File: src/rtl/fp_div_sqrt_unit.sv
// ---------------------------------------------------------------------------
// fp_div_sqrt_unit
//
// Iterative fixed-point divide / square-root unit for signed two's complement
// Q(DATA_WIDTH-FRAC_BITS).FRAC_BITS operands.
//   op = 0 : result = a / b   (restoring long division, one bit per cycle)
//   op = 1 : result = sqrt(a) (non-restoring digit-by-digit, one bit per cycle)
// Divide-by-zero and negative-sqrt requests skip the iterative phase and
// report directly with the matching status code.
//
// Ports
//   clk, rst             clock, asynchronous active-high reset
//   in_valid / in_ready  request handshake (ready only while idle)
//   op, a, b             operation select, dividend/radicand, divisor
//   out_valid / out_ready result handshake (result held until accepted)
//   result               quotient or root (DATA_WIDTH bits)
//   status               00 ok, 01 div-by-zero, 10 negative sqrt, 11 saturated
// ---------------------------------------------------------------------------
module fp_div_sqrt_unit #(
  parameter int DATA_WIDTH = 32,
  parameter int FRAC_BITS  = 16
) (
  input  logic                  clk,
  input  logic                  rst,
  input  logic                  in_valid,
  output logic                  in_ready,
  input  logic                  op,
  input  logic [DATA_WIDTH-1:0] a,
  input  logic [DATA_WIDTH-1:0] b,
  output logic                  out_valid,
  input  logic                  out_ready,
  output logic [DATA_WIDTH-1:0] result,
  output logic [1:0]            status
);

  localparam int DW        = DATA_WIDTH;
  localparam int FB        = FRAC_BITS;
  localparam int N         = DW + FB;      // scaled dividend / radicand width
  localparam int DIV_ITER  = N;
  localparam int SQRT_ITER = N / 2;
  localparam int RW        = N / 2;        // root width
  localparam int SW        = RW + 5;       // signed partial remainder, with headroom
  localparam int CW        = $clog2(DIV_ITER + 1);

  localparam logic [DW-1:0] MAX_POS = {1'b0, {(DW-1){1'b1}}};
  localparam logic [DW-1:0] MIN_NEG = {1'b1, {(DW-1){1'b0}}};
  localparam logic [N-1:0]  POS_LIM = {{(FB+1){1'b0}}, {(DW-1){1'b1}}};
  localparam logic [N-1:0]  NEG_LIM = {{FB{1'b0}}, 1'b1, {(DW-1){1'b0}}};

  // The sqrt pairs radicand bits two at a time and the root must fit in the
  // result word, so both width relations are checked at elaboration.
  generate
    if ((DATA_WIDTH + FRAC_BITS) % 2 != 0) begin : g_odd_width
      $error("fp_div_sqrt_unit: DATA_WIDTH+FRAC_BITS must be even");
    end
    if (FRAC_BITS >= DATA_WIDTH) begin : g_frac_too_wide
      $error("fp_div_sqrt_unit: FRAC_BITS must be smaller than DATA_WIDTH");
    end
  endgenerate

  typedef enum logic [1:0] {
    IDLE,
    CALC,
    DONE
  } state_t;

  state_t          state_q, state_d;
  logic [CW-1:0]   cnt_q, cnt_d;
  logic            op_q, op_d;
  logic            neg_q, neg_d;
  logic [DW-1:0]   div_q, div_d;
  logic [N-1:0]    work_q, work_d;     // dividend/quotient or radicand shifter
  logic [DW-1:0]   drem_q, drem_d;
  logic [SW-1:0]   srem_q, srem_d;
  logic [RW-1:0]   root_q, root_d;
  logic [DW-1:0]   result_q, result_d;
  logic [1:0]      status_q, status_d;

  logic [DW-1:0]   abs_a, abs_b;
  logic [DW+1:0]   d_trial;
  logic [N-1:0]    quo_next;
  logic [DW-1:0]   drem_next;
  logic [DW-1:0]   div_res;
  logic [1:0]      div_st;
  logic [SW-1:0]   s_shift, s_new;
  logic [RW-1:0]   root_next;
  logic [CW-1:0]   last_cnt;

  // Magnitudes are DW-bit unsigned, so the most negative value maps exactly.
  assign abs_a = a[DW-1] ? (~a + 1'b1) : a;
  assign abs_b = b[DW-1] ? (~b + 1'b1) : b;

  // Restoring divide step: bring the next dividend bit into the remainder and
  // subtract the divisor; the top bit of the trial is the borrow.
  assign d_trial   = {1'b0, drem_q, work_q[N-1]} - {2'b00, div_q};
  assign quo_next  = {work_q[N-2:0], ~d_trial[DW+1]};
  assign drem_next = d_trial[DW+1] ? {drem_q[DW-2:0], work_q[N-1]} : d_trial[DW-1:0];

  // Final quotient sign/saturation; a negative quotient may reach 2^(DW-1).
  always_comb begin
    div_res = neg_q ? -quo_next[DW-1:0] : quo_next[DW-1:0];
    div_st  = 2'b00;
    if (!neg_q && (quo_next > POS_LIM)) begin
      div_res = MAX_POS;
      div_st  = 2'b11;
    end else if (neg_q && (quo_next > NEG_LIM)) begin
      div_res = MIN_NEG;
      div_st  = 2'b11;
    end
  end

  // Non-restoring sqrt step: a negative partial remainder adds (4*root+3)
  // instead of restoring, and the new root bit is the sign of the result.
  assign s_shift   = {srem_q[SW-3:0], work_q[N-1:N-2]};
  assign s_new     = srem_q[SW-1] ? (s_shift + {{(SW-RW-2){1'b0}}, root_q, 2'b11})
                                  : (s_shift - {{(SW-RW-2){1'b0}}, root_q, 2'b01});
  assign root_next = {root_q[RW-2:0], ~s_new[SW-1]};

  assign last_cnt = op_q ? CW'(SQRT_ITER - 1) : CW'(DIV_ITER - 1);

  // Next-state and datapath control.
  always_comb begin
    state_d  = state_q;
    cnt_d    = cnt_q;
    op_d     = op_q;
    neg_d    = neg_q;
    div_d    = div_q;
    work_d   = work_q;
    drem_d   = drem_q;
    srem_d   = srem_q;
    root_d   = root_q;
    result_d = result_q;
    status_d = status_q;
    in_ready  = (state_q == IDLE);
    out_valid = (state_q == DONE);

    case (state_q)
      IDLE: begin
        if (in_valid) begin
          op_d  = op;
          cnt_d = '0;
          if (!op) begin
            if (b == '0) begin
              result_d = a[DW-1] ? MIN_NEG : MAX_POS;
              status_d = 2'b01;
              state_d  = DONE;
            end else begin
              neg_d   = a[DW-1] ^ b[DW-1];
              div_d   = abs_b;
              work_d  = {abs_a, {FB{1'b0}}};
              drem_d  = '0;
              state_d = CALC;
            end
          end else begin
            if (a[DW-1]) begin
              result_d = '0;
              status_d = 2'b10;
              state_d  = DONE;
            end else begin
              work_d  = {a, {FB{1'b0}}};
              srem_d  = '0;
              root_d  = '0;
              state_d = CALC;
            end
          end
        end
      end

      CALC: begin
        cnt_d = cnt_q + 1'b1;
        if (op_q) begin
          srem_d = s_new;
          root_d = root_next;
          work_d = {work_q[N-3:0], 2'b00};
        end else begin
          drem_d = drem_next;
          work_d = quo_next;
        end
        if (cnt_q == last_cnt) begin
          cnt_d   = '0;
          state_d = DONE;
          if (op_q) begin
            result_d = {{(DW-RW){1'b0}}, root_next};
            status_d = 2'b00;
          end else begin
            result_d = div_res;
            status_d = div_st;
          end
        end
      end

      DONE: begin
        if (out_ready) begin
          state_d = IDLE;
        end
      end

      default: state_d = IDLE;
    endcase
  end

  // State and datapath registers; reset abandons any operation in flight.
  always_ff @(posedge clk or posedge rst) begin
    if (rst) begin
      state_q  <= IDLE;
      cnt_q    <= '0;
      op_q     <= 1'b0;
      neg_q    <= 1'b0;
      div_q    <= '0;
      work_q   <= '0;
      drem_q   <= '0;
      srem_q   <= '0;
      root_q   <= '0;
      result_q <= '0;
      status_q <= 2'b00;
    end else begin
      state_q  <= state_d;
      cnt_q    <= cnt_d;
      op_q     <= op_d;
      neg_q    <= neg_d;
      div_q    <= div_d;
      work_q   <= work_d;
      drem_q   <= drem_d;
      srem_q   <= srem_d;
      root_q   <= root_d;
      result_q <= result_d;
      status_q <= status_d;
    end
  end

  assign result = result_q;
  assign status = status_q;

endmodule

File: config.mk
export PLATFORM = sky130hd
export DESIGN_NAME = fp_div_sqrt_unit
export DESIGN_NICKNAME = d
export VERILOG_FILES = /design/src/rtl/fp_div_sqrt_unit.sv
export SDC_FILE = /design/constraint.sdc
export NUM_CORES = 1
export LEC_CHECK = 0
export CORE_MARGIN = 3
export CORE_UTILIZATION = 45
export CTS_BUF_LIST = sky130_fd_sc_hd__clkbuf_4 sky130_fd_sc_hd__clkbuf_8 sky130_fd_sc_hd__clkbuf_16
export DETAILED_ROUTE_END_ITERATION = 6
export GPL_TIMING_DRIVEN = 0
export PLACE_DENSITY = 0.63
export SYNTH_ARGS = -nofsm -noshare
export SYNTH_HDL_FRONTEND = slang
export SYNTH_SLANG_ARGS = --single-unit
File: constraint.sdc
create_clock -name clk -period 6.75 [get_ports clk]
set_clock_uncertainty 0.15 [all_clocks]
set_input_delay 1.35 -clock clk [delete_from_list [all_inputs] [get_ports clk]]
set_output_delay 1.35 -clock clk [all_outputs]
set_load 0.05 [all_outputs]
==> out/metrics.yaml <==
critical_path:
  arrival_ns: 6.16
  reg_to_reg_setup_timing_slack_ns: 0.84
  timing.setup.critical_path_class: "reg -> reg"
  worstPathRequired_ns: 7.00
  timing.critical_path.cells: "inv_1 -> ha_1 -> nor2b_1 -> o21a_1 -> o21ai_0 -> a211oi_1 -> o31ai_1 -> a21oi_1 -> inv_1 -> clkbuf_1 -> clkbuf_1 -> ha_1 -> nor2b_1 -> nand2_1 -> o41ai_1 -> xnor2_1 -> a221oi_1 -> nor2_1"
  critical_path_depth: 18
  worstPathBufferInverterCount: 4
  slowest_delay_ns: 0.56
  cp-end-kind: "flop"
  reg2regPathDepth: 18
  crit_fanout: 10
  timing.critical_path.max_delay_family: "compound AO/OA/AOI/OAI gates"
  cp-start-kind: "flop"
  timing.critical_path.slowest_stage_cell: "sky130_fd_sc_hd__clkbuf_1"
clock_network:
  clockBufferDepth: 3
  cts_made_buffers: 26
  path_clk_slew_ns: 0.06
  tritoncts: "built"
  cts_resized: 0
  clock_tree.root_cell: "sky130_fd_sc_hd__clkbuf_16"
  tritoncts_num_sinks: 208
  maximum_level_of_the_cts_h_tree: 1
  post_cts.repair.setup_buffers: 0
  cts.hold.buffers_added: 0
  clock_latency_ns: 0.54
cells_and_area:
  layout.filler_cells: 2866
  antenna-diode-count: 0
  drive_above_1_share: 0.0486
  areaGrowthSynthToFinish_pct: 18.4
  finish.net_count: 1925
  finalNonFillerCells: 2207
  utilization: 0.544
global_route:
  grt_antenna_before_repair: 0
  grt_util_all_layers: 0.235
  grt_remaining_overflow: 0
  grt_start_max_net_pins: 43
  grt_pass1_vias: 12100
  wire_length_of_the_first_global_routing_pass_mm: 64.3
placement:
  finalWeightedCongestion: 0.913
  io_buffers: 103
  dp_hpwl_mm: 30.3
  pre_cts_ws_ns: 1.02
  instance_count_after_placement_with_tap_cells_included: 2160
job:
  max_cap_violations: 0
sta:
  hold_violations: 0
  rsz0062_at_grt: "false"
  setup_slack_ns: 0.837
  tns_ns: 0
  hold_ws_ns: 0.331
  post-route-min-period_ns: 5.91
  finalSetupViolCount: 0
  maxClockFrequency_mhz: 169
  max_slew_margin: 0.418
  maxSlewViolCount: 0
  period_share: 0.876
  worstMarginPinSlew_ns: 0.870
detailed_routing:
  detail_route.vias_per_cell: 5.70
  avgRoutedWirePerCell_microns: 18.0
  totalWireLength_mm: 39.7
  detail-route-antenna-nets: 0
  drc: 9
  drtPass1Iterations: 7
  drtIter0Drc: 993
  routed-via-count: 12600
status:
  violations: "DRC"
  status: "finished, violations left"
synthesis:
  avgSynthCellArea_sq_um: 8.54
  netlist_area_sq_um: 14100
  synth-seq-area-share: 0.368
  synth.ff_latch_count: 208
  yosys_warnings: 0
  synth.distinct_cells: 71
  synthFlopType: "sky130_fd_sc_hd__dfrtp_1"
  synth_edf_count: 0
  synth_cells: 1655
  share_of_synthesized_registers_carrying_an_async_set_or_reset: 1.00
  syn_nets: 1788
power:
  intPower_uw: 4520
  power_per_cell_area_nw_per_um2: 507
  sequentialPowerShare: 0.247
  switching_share: 0.467
  share_clk_of_total_power: 0.181
  switchingPower_uw: 3960
  power_leakage_uw: 0.00745
  power_frac_comb: 0.572
  vdd_drop_max_mv: 0.258
floorplan:
  rows: 64
  initial_core_util: 0.460
  dieHeight_microns: 183
  die_area_sq_um: 33600
  design.core.area_sq_um: 30700
  fp.dieW_microns: 183
  ios: 105
worst_hold_path:
  class_of_the_worst_hold_path: "reg -> reg"
  holdPathStages: 2
## registers in the layout, summed over array words and instances, names as in the netlist
name / cells
drem_q: 32
neg_q: 1
cnt_q: 6
root_q: 24
status: 2
srem_q: 28
div_q: 32
op_q: 1
state_q: 2
work_q: 48
result: 32
## kinds of logic after synthesis
group | after synthesis | share of synthesized area
xor gates and xnor gates | 159 | 0.0995
adders and majority gates | 64 | 0.0572
buffers and inverters | 171 | 0.0473
AOI/OAI and AO/OA | 525 | 0.240
muxes | 42 | 0.0301
and+or+nand+nor | 486 | 0.158
DFF | 208 | 0.368
## path summary, 6_finish.rpt
check / startpoint / to
worst max-delay path: div_q[1] / result[10]
worst min register to register: div_q[31] / div_q[31]
max in group asynchronous: rst / div_q[27]
min in group asynchronous: rst / result[12]
worst max register to register: div_q[1] / result[10]
worst min-delay path: div_q[31] / div_q[31]
## Yosys cell counts (3+ instances only)
cell / count / area, sq um
sky130_fd_sc_hd__dfrtp_1: 208 / 5200
sky130_fd_sc_hd__nand2_1: 193 / 724
sky130_fd_sc_hd__o21ai_0: 185 / 926
sky130_fd_sc_hd__nor2_1: 136 / 510
sky130_fd_sc_hd__a21oi_1: 107 / 536
sky130_fd_sc_hd__xnor2_1: 98 / 858
sky130_fd_sc_hd__clkbuf_1: 84 / 315
sky130_fd_sc_hd__inv_1: 76 / 285
sky130_fd_sc_hd__ha_1: 63 / 788
sky130_fd_sc_hd__xor2_1: 60 / 526
sky130_fd_sc_hd__mux2i_1: 38 / 380
sky130_fd_sc_hd__a21o_1: 37 / 278
sky130_fd_sc_hd__a22o_1: 36 / 315
sky130_fd_sc_hd__o31ai_1: 30 / 225
sky130_fd_sc_hd__nor3_1: 25 / 125
sky130_fd_sc_hd__a221oi_1: 22 / 193
sky130_fd_sc_hd__nand3_1: 22 / 110
sky130_fd_sc_hd__nand2b_1: 20 / 125
sky130_fd_sc_hd__a31oi_1: 19 / 119
sky130_fd_sc_hd__o41ai_1: 16 / 140
sky130_fd_sc_hd__or3_1: 16 / 100
sky130_fd_sc_hd__a222oi_1: 14 / 140
sky130_fd_sc_hd__nor2b_1: 13 / 81.3
sky130_fd_sc_hd__or2_2: 12 / 75.1
sky130_fd_sc_hd__nor4_1: 9 / 56.3
sky130_fd_sc_hd__and3_1: 7 / 43.8
sky130_fd_sc_hd__nand4_1: 7 / 43.8
sky130_fd_sc_hd__o21a_1: 7 / 52.6
sky130_fd_sc_hd__or4_1: 7 / 52.6
sky130_fd_sc_hd__a211oi_1: 6 / 45.0
sky130_fd_sc_hd__a32oi_1: 6 / 52.6
sky130_fd_sc_hd__o21bai_1: 6 / 45.0
sky130_fd_sc_hd__o211ai_1: 5 / 37.5
sky130_fd_sc_hd__buf_1: 4 / 15.0
sky130_fd_sc_hd__buf_2: 4 / 20.0
sky130_fd_sc_hd__mux2_2: 4 / 45.0
sky130_fd_sc_hd__and2_1: 3 / 18.8
sky130_fd_sc_hd__buf_6: 3 / 33.8
sky130_fd_sc_hd__nand4b_1: 3 / 26.3
sky130_fd_sc_hd__o211a_1: 3 / 30.0
## final cells by class
cell class / count / area (sq um) / share of cell area
plain buffers: 95 / 384 / 0.0230
multi-input cells: 1276 / 8260 / 0.494
well taps: 396 / 495 / 0.0296
flip-flops and latches: 208 / 5200 / 0.311
clock buffers: 32 / 738 / 0.0441
inverters: 76 / 289 / 0.0173
repair buffers: 109 / 1150 / 0.0688
clock inverters: 15 / 209 / 0.0125
## tightest hold or removal path: stages (launching register included)
cell                      delay [ns]
sky130_fd_sc_hd__dfrtp_1        0.34
sky130_fd_sc_hd__nand2_1        0.05
sky130_fd_sc_hd__o31ai_1        0.05
## per-layer routing
layer  vias up  track usage  share of wire
met5         -            0              0
met4         0       0.0750          0.033
met3        78       0.0288          0.050
met2       355        0.379           0.45
met1      5947        0.330           0.46
li1       6195            -              -
## metrics by stage
step	power (uW)	area, sq um
after floorplan	5580	14100
after global placement	6820	15700
after detailed placement	6920	15800
after CTS	8480	16700
after global routing	9160	16700
final	8480	16700
## cells in the final DEF (no fill, tap or decap), types with 9 or more instances in the layout
master | netlist | routed
sky130_fd_sc_hd__dfrtp_1 | 208 | 208
sky130_fd_sc_hd__a222oi_1 | 14 | 14
sky130_fd_sc_hd__inv_1 | 76 | 75
sky130_fd_sc_hd__nand3_1 | 22 | 22
sky130_fd_sc_hd__clkbuf_1 | 84 | 84
sky130_fd_sc_hd__xor2_1 | 60 | 60
sky130_fd_sc_hd__a21o_1 | 37 | 37
sky130_fd_sc_hd__xnor2_1 | 98 | 98
sky130_fd_sc_hd__a21oi_1 | 107 | 107
sky130_fd_sc_hd__o21ai_0 | 185 | 185
sky130_fd_sc_hd__a22o_1 | 36 | 36
sky130_fd_sc_hd__nor2_1 | 136 | 136
sky130_fd_sc_hd__nor4_1 | 9 | 9
sky130_fd_sc_hd__a31oi_1 | 19 | 19
sky130_fd_sc_hd__or2_2 | 12 | 12
sky130_fd_sc_hd__nand2_1 | 193 | 193
sky130_fd_sc_hd__nor2b_1 | 13 | 13
sky130_fd_sc_hd__o31ai_1 | 30 | 30
sky130_fd_sc_hd__a221oi_1 | 22 | 22
sky130_fd_sc_hd__nand2b_1 | 20 | 20
sky130_fd_sc_hd__clkbuf_16 | 0 | 27
sky130_fd_sc_hd__clkdlybuf4s50_1 | 0 | 103
sky130_fd_sc_hd__nor3_1 | 25 | 25
sky130_fd_sc_hd__mux2i_1 | 38 | 38
sky130_fd_sc_hd__ha_1 | 63 | 63
sky130_fd_sc_hd__or3_1 | 16 | 16
sky130_fd_sc_hd__o41ai_1 | 16 | 16
## power by group through the flow
stage	sequential, uW	clock [uW]	combinational (uW)
after global placement	2100	0	4720
after detailed placement	2110	0	4810
final	2100	1530	4850
after CTS	2100	1560	4830
after global routing	2160	1610	5390
after floorplan	2350	0	3230
Power figures use the tool's default switching activity.
